[src/rtl/move_stack_ctrl_if.sv]
// Move-stack controller bus: rx generator handshake, stack write/read ports, status.
// Latency: none, plain signal bundle.
// Backpressure: none; the controller paces rx through collect_pieces and a fixed wait.
interface move_stack_ctrl_if #(
    parameter int ADDR_W = 8,
    parameter int LANES  = 16
);
    logic                  start;
    logic                  collect_pieces;
    logic [LANES*16-1:0]   formatted_moves;
    logic [LANES-1:0]      stack_write;
    logic                  stack_wr_en;
    logic [ADDR_W-1:0]     stack_wr_addr;
    logic [15:0]           stack_wr_data;
    logic                  pop;
    logic                  stack_rd_en;
    logic [ADDR_W-1:0]     stack_rd_addr;
    logic [ADDR_W:0]       count;
    logic                  busy;
    logic                  done;
    logic                  overflow;

    // Controller side
    modport slave (
        input  start, formatted_moves, stack_write, pop,
        output collect_pieces, stack_wr_en, stack_wr_addr, stack_wr_data,
               stack_rd_en, stack_rd_addr, count, busy, done, overflow
    );

    // Requester / rx / stack side
    modport master (
        output start, formatted_moves, stack_write, pop,
        input  collect_pieces, stack_wr_en, stack_wr_addr, stack_wr_data,
               stack_rd_en, stack_rd_addr, count, busy, done, overflow
    );
endinterface

[src/rtl/move_stack_ctrl.sv]
// Runs one move-generation pass: strobes rx, latches its lanes, pushes valid lanes onto the move stack; pops top entry when idle.
// Latency: done 4 cycles after start for an empty pass, plus one cycle per valid lane.
// Backpressure: none; start while busy is dropped, pop outside IDLE is dropped, writes to a full stack are dropped and flagged.
module move_stack_ctrl #(
    parameter int ADDR_W = 8,
    parameter int LANES  = 16
) (
    input  logic                 clk,
    input  logic                 rst,
    move_stack_ctrl_if.slave     bus
);

    typedef enum logic [2:0] {
        S_IDLE, S_COLLECT, S_WAIT, S_LATCH, S_DRAIN, S_DONE
    } state_t;

    state_t                state_q, state_d;
    logic [ADDR_W:0]       count_q, count_d;
    logic                  ovf_q, ovf_d;
    logic [LANES-1:0]      mask_q, mask_d;
    logic [LANES*16-1:0]   moves_q, moves_d;

    logic [LANES-1:0]      lowest;
    logic                  last_bit;
    logic                  full;
    logic                  drain_wr;
    logic                  pop_ok;
    logic [15:0]           lane_dat;

    // The count reaches DEPTH exactly when its top bit is set.
    assign full     = count_q[ADDR_W];
    assign lowest   = mask_q & (~mask_q + LANES'(1));
    assign last_bit = (mask_q & (mask_q - LANES'(1))) == '0;
    assign drain_wr = (state_q == S_DRAIN) && !full;
    assign pop_ok   = (state_q == S_IDLE) && bus.pop && !bus.start && (count_q != '0);

    // Pick the data of the lowest pending lane.
    always_comb begin
        lane_dat = '0;
        for (int i = 0; i < LANES; i++) begin
            if (lowest[i]) begin
                lane_dat = moves_q[i*16 +: 16];
            end
        end
    end

    // State register.
    always_ff @(posedge clk or posedge rst) begin
        if (rst) begin
            state_q <= S_IDLE;
        end else begin
            state_q <= state_d;
        end
    end

    // Next-state: fixed collect/wait/latch sequence, then one drain cycle per valid lane.
    always_comb begin
        state_d = state_q;
        case (state_q)
            S_IDLE:    if (bus.start) state_d = S_COLLECT;
            S_COLLECT: state_d = S_WAIT;
            S_WAIT:    state_d = S_LATCH;
            S_LATCH:   state_d = (bus.stack_write != '0) ? S_DRAIN : S_DONE;
            S_DRAIN:   if (last_bit) state_d = S_DONE;
            S_DONE:    state_d = S_IDLE;
            default:   state_d = S_IDLE;
        endcase
    end

    // Output decode; only the read port looks at pop combinationally.
    always_comb begin
        bus.collect_pieces = (state_q == S_COLLECT);
        bus.busy           = (state_q != S_IDLE);
        bus.done           = (state_q == S_DONE);
        bus.stack_wr_en    = drain_wr;
        bus.stack_wr_addr  = drain_wr ? count_q[ADDR_W-1:0] : '0;
        bus.stack_wr_data  = drain_wr ? lane_dat : '0;
        bus.stack_rd_en    = pop_ok;
        bus.stack_rd_addr  = pop_ok ? (count_q[ADDR_W-1:0] - ADDR_W'(1)) : '0;
        bus.count          = count_q;
        bus.overflow       = ovf_q;
    end

    // Datapath next-state: occupancy, sticky overflow, captured lanes.
    always_comb begin
        count_d = count_q;
        ovf_d   = ovf_q;
        mask_d  = mask_q;
        moves_d = moves_q;
        if (drain_wr) begin
            count_d = count_q + (ADDR_W+1)'(1);
        end else if (pop_ok) begin
            count_d = count_q - (ADDR_W+1)'(1);
        end
        if ((state_q == S_IDLE) && bus.start) begin
            ovf_d = 1'b0;
        end else if ((state_q == S_DRAIN) && full) begin
            ovf_d = 1'b1;
        end
        if (state_q == S_LATCH) begin
            mask_d  = bus.stack_write;
            moves_d = bus.formatted_moves;
        end else if (state_q == S_DRAIN) begin
            mask_d  = mask_q & ~lowest;
        end
    end

    // Datapath registers.
    always_ff @(posedge clk or posedge rst) begin
        if (rst) begin
            count_q <= '0;
            ovf_q   <= 1'b0;
            mask_q  <= '0;
            moves_q <= '0;
        end else begin
            count_q <= count_d;
            ovf_q   <= ovf_d;
            mask_q  <= mask_d;
            moves_q <= moves_d;
        end
    end

endmodule

[src/flat_wrapper.sv]
// flat-port wrapper written by rule: the top's interface ports become plain ports
module move_stack_ctrl_flat 
#(
    parameter int ADDR_W = 8,
    parameter int LANES  = 16
)
  (clk, rst, bus_start, bus_formatted_moves, bus_stack_write, bus_pop, bus_collect_pieces, bus_stack_wr_en, bus_stack_wr_addr, bus_stack_wr_data, bus_stack_rd_en, bus_stack_rd_addr, bus_count, bus_busy, bus_done, bus_overflow);
  move_stack_ctrl_if #(.ADDR_W(ADDR_W), .LANES(LANES)) bus_i ();
  input  logic clk;
  input  logic rst;
  input wire logic [$bits(bus_i.start)-1:0] bus_start;
  input wire logic [$bits(bus_i.formatted_moves)-1:0] bus_formatted_moves;
  input wire logic [$bits(bus_i.stack_write)-1:0] bus_stack_write;
  input wire logic [$bits(bus_i.pop)-1:0] bus_pop;
  output wire logic [$bits(bus_i.collect_pieces)-1:0] bus_collect_pieces;
  output wire logic [$bits(bus_i.stack_wr_en)-1:0] bus_stack_wr_en;
  output wire logic [$bits(bus_i.stack_wr_addr)-1:0] bus_stack_wr_addr;
  output wire logic [$bits(bus_i.stack_wr_data)-1:0] bus_stack_wr_data;
  output wire logic [$bits(bus_i.stack_rd_en)-1:0] bus_stack_rd_en;
  output wire logic [$bits(bus_i.stack_rd_addr)-1:0] bus_stack_rd_addr;
  output wire logic [$bits(bus_i.count)-1:0] bus_count;
  output wire logic [$bits(bus_i.busy)-1:0] bus_busy;
  output wire logic [$bits(bus_i.done)-1:0] bus_done;
  output wire logic [$bits(bus_i.overflow)-1:0] bus_overflow;
  assign bus_i.start = bus_start;
  assign bus_i.formatted_moves = bus_formatted_moves;
  assign bus_i.stack_write = bus_stack_write;
  assign bus_i.pop = bus_pop;
  assign bus_collect_pieces = bus_i.collect_pieces;
  assign bus_stack_wr_en = bus_i.stack_wr_en;
  assign bus_stack_wr_addr = bus_i.stack_wr_addr;
  assign bus_stack_wr_data = bus_i.stack_wr_data;
  assign bus_stack_rd_en = bus_i.stack_rd_en;
  assign bus_stack_rd_addr = bus_i.stack_rd_addr;
  assign bus_count = bus_i.count;
  assign bus_busy = bus_i.busy;
  assign bus_done = bus_i.done;
  assign bus_overflow = bus_i.overflow;
  move_stack_ctrl #(.ADDR_W(ADDR_W), .LANES(LANES)) u_core (.clk(clk), .rst(rst), .bus(bus_i));
endmodule
[config.mk]
export PLATFORM = sky130hd
export DESIGN_NAME = move_stack_ctrl_flat
export DESIGN_NICKNAME = d
export VERILOG_FILES = /design/src/rtl/move_stack_ctrl_if.sv /design/src/rtl/move_stack_ctrl.sv /design/src/flat_wrapper.sv
export SDC_FILE = /design/constraint.sdc
export NUM_CORES = 1
export LEC_CHECK = 0
export ABC_AREA = 0
export BUFFER_PORTS_ARGS = -buffer_cell sky130_fd_sc_hd__clkbuf_2
export CAP_MARGIN = 25
export CORE_ASPECT_RATIO = 1.5
export CORE_MARGIN = 3
export CORE_UTILIZATION = 35
export CTS_CLUSTER_DIAMETER = 150
export DETAILED_ROUTE_END_ITERATION = 6
export HOLD_SLACK_MARGIN = 0.12
export PLACE_DENSITY = 0.67
export SYNTH_ARGS = -nofsm -noshare
export SYNTH_HDL_FRONTEND = slang
export SYNTH_SLANG_ARGS = --single-unit
[constraint.sdc]
create_clock -name clk -period 11.8 [get_ports clk]
set_input_delay 1.77 -clock clk [delete_from_list [all_inputs] [get_ports clk]]
set_output_delay 1.77 -clock clk [all_outputs]
set_load 0.01 [all_outputs]
# After elaboration in Yosys (flattened, before gate mapping)
# Index checks and enable logic that the tools add are counted.
# classes
n_addsub	5
multipliers	0
n_div	0
magnitude_cmp	0
n_eq_ne	7
shifts	0
n_mux	29
n_bitwise	5
n_reduce_logical	17
# op_table
op	count
2-to-1 mux 16 bit	19
AND 16 bit	3
inverter 16 bit	2
2-to-1 mux 9 bit	2
adder 16 x 1 -> 16 bit, second input constant	1
zero test 16 bit	1
2-to-1 mux 8 bit	2
nonzero test 16 bit	1
subtractor 16 x 1 -> 16 bit, second input constant	1
case mux 3 bit (5 select lines)	1
adder 9 x 1 -> 9 bit, second input constant	1
nonzero test 9 bit	1
subtractor 9 x 1 -> 9 bit, second input constant	1
subtractor 8 x 1 -> 8 bit, second input constant	1
equality test 3 x 2 -> 1 bit, second input constant	2
equality test 3 bit, second input constant	2
logical AND 1 bit	6
2-to-1 mux 3 bit	2
nonzero test 2 bit	3
equality test 3 x 1 -> 1 bit, second input constant	1
zero test 3 bit	1
2-to-1 mux 1 bit	3
nonzero test 3 bit	1
zero test 1 bit	2
other kinds (3)	3
# word_totals
register_bits	285
latch_bits	0
ram_bits	0
romBits	0
in_bits	276
output_inout_bits	47
memories	0

# Depth between registers and ports, before layout
# Gate-level depths: netlist (run 1).
# logic_depth
depth_word	20
mapped_depth	12

# Least setup slack after synthesis (run 1)
# OpenSTA, ideal clock, no wires.
# synth_timing
path_type	input-to-output
start	input port bus_start
end	output port bus_stack_rd_addr[3]
arrival_ns	2.650
t_required_ns	10.030
setup_slack_ns	7.380
cell_stages	5
path_buffers	1
cell_sequence	nor2_1 > nand3_1 > or2_2 > clkbuf_1 > a21oi_1
# synth_between
elab_chain_len	4
# synth_rtl
item	line_no	source
start, declared	flat_wrapper.sv:11	input wire logic [$bits(bus_i.start)-1:0] bus_start;
zero test 1 bit	move_stack_ctrl.sv:35	assign pop_ok = (state_q == S_IDLE) && bus.pop && !bus.start && (count_q != '0);
logical AND 1 bit (2 in series)	move_stack_ctrl.sv:35	
2-to-1 mux 8 bit	move_stack_ctrl.sv:79	bus.stack_rd_addr = pop_ok ? (count_q[ADDR_W-1:0] - ADDR_W'(1)) : '0;
end, declared	flat_wrapper.sv:20	output wire logic [$bits(bus_i.stack_rd_addr)-1:0] bus_stack_rd_addr;
# Every way passes these cells.

# Worst setup path in the final report (run 1)
# layout_timing
start	register u_core.mask_q[1]
end	output port bus_stack_wr_data[14]
# layout_between
elab_chain_len	19
# layout_rtl
item	line_no	source
start, declared	move_stack_ctrl.sv:20	logic [LANES-1:0] mask_q, mask_d;
start signal, assigned	move_stack_ctrl.sv:118	mask_q <= mask_d;
inverter 16 bit	move_stack_ctrl.sv:32	assign lowest = mask_q & (~mask_q + LANES'(1));
adder 16 x 1 -> 16 bit	move_stack_ctrl.sv:32	
AND 16 bit (*)	move_stack_ctrl.sv:32	
2-to-1 mux 16 bit (14 in series)	move_stack_ctrl.sv:41	if (lowest[i]) begin
2-to-1 mux 16 bit (*)	move_stack_ctrl.sv:41	
2-to-1 mux 16 bit (*)	move_stack_ctrl.sv:77	bus.stack_wr_data = drain_wr ? lane_dat : '0;
end, declared	flat_wrapper.sv:18	output wire logic [$bits(bus_i.stack_wr_data)-1:0] bus_stack_wr_data;
# Every way passes the cells marked *; elsewhere a longest branch is shown, timed or not.

==> results of run 1 <==
[stage by stage]
stage / setup slack (ns) / util [%] / total power [uW] / cells
floorplan: 2.17 / - / 3020 / 1769
global placement: 5.77 / 40.4 / 3650 / 2473
detailed placement: 6.36 / 40.5 / 3690 / 2474
CTS: 5.75 / 42.9 / 4660 / 2524
global route: 5.48 / 43.0 / 4980 / 2525
finish: 5.77 / 43.0 / 4650 / 2525
[layout by cell type, fill, tap and decap left out, drive strengths merged, types with 4 or more instances in the layout]
| cell type | instances |
|---|---|
| nor4 | 13 |
| nand3b | 15 |
| nor2b | 19 |
| a211oi | 7 |
| inv | 27 |
| a21oi | 64 |
| a221oi | 17 |
| and2 | 15 |
| ha | 15 |
| a21o | 17 |
| o221ai | 15 |
| dfrtp | 285 |
| o311ai | 5 |
| bufinv | 4 |
| clkbuf | 362 |
| clkinv | 5 |
| nand2 | 839 |
| xnor2 | 10 |
| a22o | 14 |
| mux2i | 17 |
| nor3b | 4 |
| o22ai | 15 |
| and3 | 4 |
| or2 | 5 |
| nand3 | 8 |
| o41ai | 6 |
| nand2b | 4 |
| o21ai | 83 |
| a31oi | 28 |
| or3 | 8 |
| buf | 10 |
| nor3 | 14 |
| nor2 | 33 |
[Yosys cell counts, drive strengths merged, types with 15 or more instances]
library cell / instances / area (um^2)
nand2: 839 / 3150
dfrtp: 285 / 7130
clkbuf: 100 / 375
o21ai: 83 / 415
a21oi: 64 / 320
nor2: 33 / 124
a31oi: 28 / 175
inv: 27 / 101
buf: 26 / 121
nor2b: 19 / 119
a21o: 17 / 128
a221oi: 17 / 149
mux2i: 17 / 170
and2: 15 / 93.8
ha: 15 / 188
nand3b: 15 / 113
o221ai: 15 / 131
o22ai: 15 / 93.8
[report_power, final]
| part | switching, uW | leakage, uW | internal, uW |
|---|---|---|---|
| logic | 1130 | 0.00482 | 636 |
| clock network | 387 | 0.000477 | 566 |
| registers | 473 | 0.00349 | 1460 |
| total | 1990 | 0.00878 | 2660 |
[state kept, by name (all words and copies together) (netlist names)]
name and cells:
u_core.bus.count 9, u_core.bus.overflow 1, u_core.state_q 3, u_core.moves_q 256, u_core.mask_q 16
[logic make-up after synthesis]
logic type | count (synthesis)
compound gates | 290
xor+xnor | 13
fa+ha+maj | 17
buf+inv | 153
flops | 285
mux | 18
simple gates | 993
[cell type report]
class                           instances  area [um^2]
Multi-Input combinational cell       1331         6510
Timing Repair Buffer                  332         1740
Clock buffer                           40          817
Inverter                               27          109
Sequential cell                       285         7130
Clock inverter                         10          153
Fill cell                            3998        22700
Tap cell                              500          626
[critical path, cell delays in order (launching register included)]
cell,delay [ns]
dfrtp_1,0.77
or4_1,0.91
nor3_4,0.70
nand3_1,0.58
o221a_2,0.46
o221a_1,0.12
clkbuf_2,0.16
[final timing paths]
check                                         to  depth (start not counted)           startpoint
setup / recovery           bus_stack_wr_data[14]                          6     u_core.mask_q[1]
hold / removal               u_core.moves_q[156]                          2  u_core.moves_q[156]
setup reg to reg             u_core.bus.count[8]                          9    u_core.state_q[2]
hold reg to reg              u_core.moves_q[156]                          2  u_core.moves_q[156]
max in group asynchronous    u_core.moves_q[129]                          3                  rst
min in group asynchronous    u_core.moves_q[253]                          2                  rst
[routing by layer]
layer | vias up | GRT usage (%)
met3 | 97 | 2.55
li1 | 6289 | -
met2 | 417 | 37.7
met4 | 0 | 10.8
met5 | - | 0
met1 | 6135 | 26.9
==> flow_summary.yaml, run 1 <==
clocking:
  clockBufferDepth: 3
  clk_pin_slew_ns: 0.06
  cts_tree: "built"
  numCtsBuffers: 28
  cts_setup_buffers: 0
  insertion_delay_ns: 0.56
  clock-sinks: 285
  htree_levels: 1
  cts_hold_buf: 0
  ctsResizeCount: 0
  root_buffer: "clkbuf_16"
setup_path:
  critPathArrivalTime_ns: 4.26
  end_kind: "output pin"
  critical_path.max_fanout: 40
  startpoint_type: "flip-flop"
  critPathKind: "flip-flop to output pin"
  crit_required_ns: 10.03
  r2r_slack_ns: 8.66
logic_synthesis:
  synth_top_family_by_area: "simple AND/OR/NAND/NOR gates"
  yosysSeqAreaShare_pct: 50.2
  async_flop_share_pct: 100
  synthDistinctLibCells: 65
  synthMuxAreaShare_pct: 1.28
  yosysWarnings: 0
  synthAdderAreaFrac_pct: 1.53
  yosys.area_share.xor_xnor_pct: 0.801
  yosys.area_share.simple_pct: 28.9
  synth_nets: 2061
  ys.flop_type: "dfrtp_1"
  synth-seq-cells: 285
  syn-mean-instance-area_um2: 8.04
  synth_edf_count: 0
  synth_compound_area_share_pct: 13.1
  synthesis.area_um2: 14200
  synthCells: 1769
drt:
  met3_wirelength_um: 2310
  ant_nets: 0
  wl_per_cell_um: 19.3
  wl_met1_um: 19500
  drt-initial-drc-count: 996
  drc_errors: 0
  met2_length_um: 24300
  totalWireLength_um: 48700
  vias: 12900
  firstDrtPassIters: 5
  highest_layer: "met4"
  viasPerCell: 5.12
power:
  p_leak_uw: 0.00878
  powerDensity_nw_per_um2: 272
  peakVddDrop_mv: 0.121
global_route:
  grt_pass1_wl_um: 72800
  overflow: 0
  grt_pass1_vias: 12900
  grt_usage_pct: 21.8
  antenna_found_initial: 0
  grt_max_degree: 261
floorplanning:
  fp.dieH_um: 253
  dieArea_um2: 43100
  die_x_um: 171
  rows: 89
  io_pins: 323
  floorplan.initialDensity_pct: 35.8
  core_um2: 39800
sta:
  skew_ns: 0.0170
  hold_viol: 0
  fmax_ghz: 0.166
  hold_ws_ns: 0.470
  worst_pin_slew_ns: 1.05
  drv_slew: 0
  setup_violations: 0
  tns_ns: 0
  fin_crit_sh_pct: 51.1
  slew_headroom_pct: 29.9
  rsz0062_at_grt: "no"
  period_minus_slack_ns: 6.03
place:
  place_hpwl_um: 36700
  port_buffers: 322
  gp_congestion: 0.918
  post_dp_cell_area_um2: 16100
run_status:
  status: "finished, final reports clean"
hold_path:
  hold_class: "flip-flop to flip-flop"
final_layout:
  area_growth_pct: 20.2
  fin_area_um2: 17100
  diodes: 0
  drive_above_1_share_pct: 19.7
  final_nets: 2297
flow_run:
  cap_viol_max_count: 0
No activity file was read; power rests on OpenSTA's default activity.
==> inputs of run 2 (changes only) <==
--- a/config.mk
+++ b/config.mk
@@ -14,7 +14,7 @@
 export CTS_CLUSTER_DIAMETER = 150
 export DETAILED_ROUTE_END_ITERATION = 6
 export HOLD_SLACK_MARGIN = 0.12
-export PLACE_DENSITY = 0.67
+export PLACE_DENSITY = 0.69
 export SYNTH_ARGS = -nofsm -noshare
 export SYNTH_HDL_FRONTEND = slang
 export SYNTH_SLANG_ARGS = --single-unit
==> constraint.sdc (replaced) <==
create_clock -name clk -period 5.52 [get_ports clk]
set_input_delay 0.828 -clock clk [delete_from_list [all_inputs] [get_ports clk]]
set_output_delay 0.828 -clock clk [all_outputs]
set_load 0.01 [all_outputs]
==> run 2 against run 1 <==
  * Cell count about the same
  * Clock power up 95%
  * Highest routed layer unchanged
  * Critical path depth up 1
  * Worst setup slack worse by 5.4 ns
  * Wire length up 0.11%
  * Combinational power up 120%
  * Sequential share of layout area up 0.092 points
  * Hold slack worse by 0.26 ns
  * Sequential power up 110%
  * First-iteration DRC count up 22%
  * Die area unchanged
==> flow_summary.yaml, run 2 (synthesis results as in run 1) <==
run_status:
  status: "finished, final reports clean"
drt:
  vias: 13100
  drt-initial-drc-count: 1215
  ant_nets: 0
  wl_per_cell_um: 19.3
  firstDrtPassIters: 5
  drc_errors: 0
  viasPerCell: 5.18
  totalWireLength_um: 48700
clocking:
  root_buffer: "clkbuf_16"
  htree_levels: 1
  clockBufferDepth: 3
  cts_tree: "built"
  clock-sinks: 285
  clk_pin_slew_ns: 0.07
  ctsResizeCount: 0
  numCtsBuffers: 28
  cts_hold_buf: 0
  cts_setup_buffers: 0
  insertion_delay_ns: 0.57
setup_path:
  cp_num_buf_inv: 2
  crit_required_ns: 4.69
  critPathArrivalTime_ns: 4.35
  critical_path.max_fanout: 23
  cp_cell_sequence: "or4_1, nor3_4, buf_4, nand3_1, o221a_2, o221a_1, clkbuf_2"
  slowest_stage: "or4_1"
  startpoint_type: "flip-flop"
  end_kind: "output pin"
  critPathKind: "flip-flop to output pin"
  slowest_delay_ns: 0.82
  crit_family: "simple AND/OR/NAND/NOR gates"
global_route:
  grt_pass1_vias: 13000
  grt_usage_pct: 22.0
  grt_pass1_wl_um: 73300
  overflow: 0
  antenna_found_initial: 0
  grt_max_degree: 183
floorplanning:
  rows: 89
  io_pins: 323
  fp.dieH_um: 253
  floorplan.initialDensity_pct: 35.8
  dieArea_um2: 43100
  core_um2: 39800
  die_x_um: 171
place:
  gp_congestion: 0.924
  dpl.cell_count: 2477
  port_buffers: 322
  place_hpwl_um: 36900
sta:
  slew_headroom_pct: 26.5
  hold_viol: 0
  fmax_ghz: 0.193
  skew_ns: 0.0142
  rsz0062_at_grt: "no"
  drv_slew: 0
  worst_pin_slew_ns: 1.10
  period_minus_slack_ns: 5.18
  fin_crit_sh_pct: 93.9
  tns_ns: 0
  setup_violations: 0
final_layout:
  area_growth_pct: 19.9
  regMostFlops: "u_core.moves_q"
  layout_commonest_cell: "nand2_1"
  stdcell_count: 2527
  largest_register_ffs: 256
  fillers: 3986
  diodes: 0
  final_nets: 2301
  drive_above_1_share_pct: 19.8
  layout_common_cells: "839 x nand2_1, 322 x clkbuf_2, 285 x dfrtp_1"
power:
  p_leak_uw: 0.00875
  peakVddDrop_mv: 0.247
  powerDensity_nw_per_um2: 574
hold_path:
  hold_class: "input port to async pin"
flow_run:
  cap_viol_max_count: 0
[run 2: worst register-to-register path, stage by stage (launching register included)]
cell and delay (ns):
dfrtp_1 0.56, or3b_1 0.40, or2_0 0.20, buf_4 0.23, ha_1 0.38, and3_1 0.20
a221o_1 0.35, o41ai_1 0.31, xnor2_1 0.10, mux2_2 0.26
[run 2: per-stage QoR]
stage	hold WS [ns]	power, uW	worst slack (ns)	utilization (%)	cell area, um^2
after detailed placement	0.463	7910	1.01	40.6	16100
after global routing	0.223	10500	0.0915	42.9	17100
after floorplan	0.437	6460	0.915	-	14200
after CTS	0.419	9810	0.379	42.8	17000
final	0.215	9790	0.339	42.9	17100
after global placement	0.455	7820	1.06	40.6	16100
[run 2: worst paths after layout]
check                                         start                    end  slack [ns]  cells after the start
setup / recovery                   u_core.mask_q[2]  bus_stack_wr_data[14]        0.34                      7
hold / removal                                  rst    u_core.bus.overflow        0.21                      2
setup reg to reg                  u_core.state_q[2]    u_core.bus.count[7]        2.41                      9
hold reg to reg                 u_core.moves_q[131]    u_core.moves_q[131]        0.47                      2
max in group asynchronous                       rst      u_core.mask_q[10]        4.01                      4
min in group clk           bus_formatted_moves[237]    u_core.moves_q[237]        0.44                      3
[run 2: final cells by class]
type,count,area [um^2],share of cell area (%)
Timing Repair Buffer,336,1800,10.6
Clock buffer,35,757,4.44
Inverter,27,105,0.616
Clock inverter,13,119,0.697
Multi-Input combinational cell,1331,6510,38.2
Tap cell,500,626,3.67
Sequential cell,285,7130,41.8
[run 2: per-layer routing]
metal	track usage, %	share of wire [%]	wire length (um)
met1	27.0	39	19000
met2	36.8	49	24100
met3	2.97	5.3	2570
met4	12.7	6.3	3080
met5	0	0	0
[run 2: power by group]
group / total, uW / switching (uW) / leakage, uW / internal (uW)
clock network: 1860 / 844 / 0.000421 / 1020
registers: 4100 / 979 / 0.00349 / 3120
logic: 3820 / 2450 / 0.00484 / 1370
total: 9790 / 4280 / 0.00875 / 5510
==> inputs of run 3 (changes only) <==
--- a/config.mk
+++ b/config.mk
@@ -10,11 +10,11 @@
 export CAP_MARGIN = 25
 export CORE_ASPECT_RATIO = 1.5
 export CORE_MARGIN = 3
-export CORE_UTILIZATION = 35
+export CORE_UTILIZATION = 49
 export CTS_CLUSTER_DIAMETER = 150
 export DETAILED_ROUTE_END_ITERATION = 6
 export HOLD_SLACK_MARGIN = 0.12
-export PLACE_DENSITY = 0.69
+export PLACE_DENSITY = 0.87
 export SYNTH_ARGS = -nofsm -noshare
 export SYNTH_HDL_FRONTEND = slang
 export SYNTH_SLANG_ARGS = --single-unit
==> run 3 against run 2 <==
  * Clock-buffer cell count up 3
  * First-iteration DRC count down 4.1%
  * Combinational power about the same
  * Sequential share of layout area up 0.22 points
  * Register-to-register slack worse by 0.15 ns
  * Flip-flop and latch count unchanged
  * Total power up 0.45%
  * Largest power group unchanged
==> flow_summary.yaml, run 3 (synthesis results as in run 1) <==
final_layout:
  regMostFlops: "u_core.moves_q"
  drive_above_1_share_pct: 19.5
  layout_common_cells: "839 x nand2_1, 322 x clkbuf_2, 285 x dfrtp_1"
  final_nets: 2301
  area_growth_pct: 19.3
  layout_commonest_cell: "nand2_1"
  largest_register_ffs: 256
global_route:
  grt_pass1_wl_um: 70300
  grt_max_degree: 261
  grt_pass1_vias: 13300
  grt_usage_pct: 28.0
  overflow: 0
  antenna_found_initial: 2
hold_path:
  hold_class: "input port to async pin"
sta:
  slew_headroom_pct: 30.2
  hold_viol: 0
  drv_slew: 0
  worst_pin_slew_ns: 1.05
  fin_ws_ns: 0.500
  tns_ns: 0
  rsz0062_at_grt: "no"
  setup_violations: 0
  skew_ns: 0.0138
  fin_crit_sh_pct: 90.9
  fmax_ghz: 0.199
  period_minus_slack_ns: 5.02
setup_path:
  slowest_stage: "or4_1"
  critPathArrivalTime_ns: 4.19
  crit_required_ns: 4.69
  startpoint_type: "flip-flop"
  r2r_start: "u_core.state_q[2]"
  r2r_slack_ns: 2.26
  end_kind: "output pin"
  worst_r2r_endpoint: "u_core.bus.count[7]"
  critical_path.max_fanout: 23
  slowest_delay_ns: 0.82
  worstRegToRegCells: 8
  cp_cell_sequence: "or4_1, nor3_4, nand3_1, o221a_2, o221a_1, clkbuf_2"
  critPathKind: "flip-flop to output pin"
clocking:
  root_buffer: "clkbuf_16"
  cts_setup_buffers: 0
  clockBufferDepth: 3
  clk_pin_slew_ns: 0.06
  cts_tree: "built"
  cts_hold_buf: 0
  numCtsBuffers: 27
  htree_levels: 1
  clock-sinks: 285
  ctsResizeCount: 0
  insertion_delay_ns: 0.55
drt:
  totalWireLength_um: 44900
  viasPerCell: 5.49
  drc_errors: 0
  vias: 13200
  wl_per_cell_um: 18.6
  ant_nets: 0
  firstDrtPassIters: 6
  drt-initial-drc-count: 1165
place:
  pre_cts_ws_ns: 1.03
  place_hpwl_um: 33100
  gp_congestion: 0.924
  port_buffers: 322
flow_run:
  cap_viol_max_count: 0
floorplanning:
  fp.dieH_um: 215
  io_pins: 323
  dieArea_um2: 31100
  core_um2: 28200
  floorplan.initialDensity_pct: 50.3
  die_x_um: 145
  rows: 75
power:
  peakVddDrop_mv: 0.431
  p_leak_uw: 0.00878
  p_total_uw: 9830
  powerDensity_nw_per_um2: 580
run_status:
  status: "finished, final reports clean"
## run 3: per-layer routing
| metal | routed length (um) | part of all wire, % | vias up | track usage [%] |
|---|---|---|---|---|
| met5 | 0 | 0 | - | 0 |
| met1 | 16900 | 38 | 6173 | 34.4 |
| met2 | 21800 | 48 | 630 | 47.1 |
| met4 | 2820 | 6.3 | 0 | 15.9 |
| li1 | - | - | 6289 | - |
| met3 | 3410 | 7.6 | 142 | 4.40 |
## run 3: final cells by class
cell class	instances	area, um^2
Antenna cell	2	5.00
Clock buffer	38	757
Clock inverter	6	133
Fill cell	2410	11300
Inverter	27	105
Multi-Input combinational cell	1331	6510
Sequential cell	285	7130
Tap cell	385	482
Timing Repair Buffer	337	1840
## run 3: where the power goes
| group | switching [uW] | internal (uW) |
|---|---|---|
| logic | 2430 | 1410 |
| clock network | 792 | 1130 |
| registers | 949 | 3120 |
## run 3: worst max-delay path: cells and delay by family (launching register included)
kind / cells / cell delay [ns]
buf+inv: 1 / 0.16
simple gates: 3 / 2.21
flops: 1 / 0.66
compound gates: 2 / 0.62
## run 3: worst max path at each step
stage	from	slack, ns	end	cells after the start
6_report	u_core.mask_q[2]	0.50	bus_stack_wr_data[14]	6
4_1_cts	u_core.mask_q[1]	0.42	bus_stack_wr_data[14]	6
5_1_grt	u_core.mask_q[2]	0.29	bus_stack_wr_data[14]	6
3_5_place_dp	u_core.mask_q[1]	1.03	bus_stack_wr_data[14]	6
2_1_floorplan	rst	0.91	u_core.bus.count[0]	1
3_3_place_gp	u_core.mask_q[1]	1.07	bus_stack_wr_data[14]	6
## run 3: stage by stage
step	cell area, um^2	hold WS [ns]	utilization, %	cells
final	17000	0.238	60.1	2411
after global routing	17000	0.254	60.1	2411
after CTS	16800	0.238	59.7	2405
after detailed placement	16000	0.456	56.5	2361
after global placement	16000	0.452	56.5	2361
after floorplan	14200	0.437	-	1769
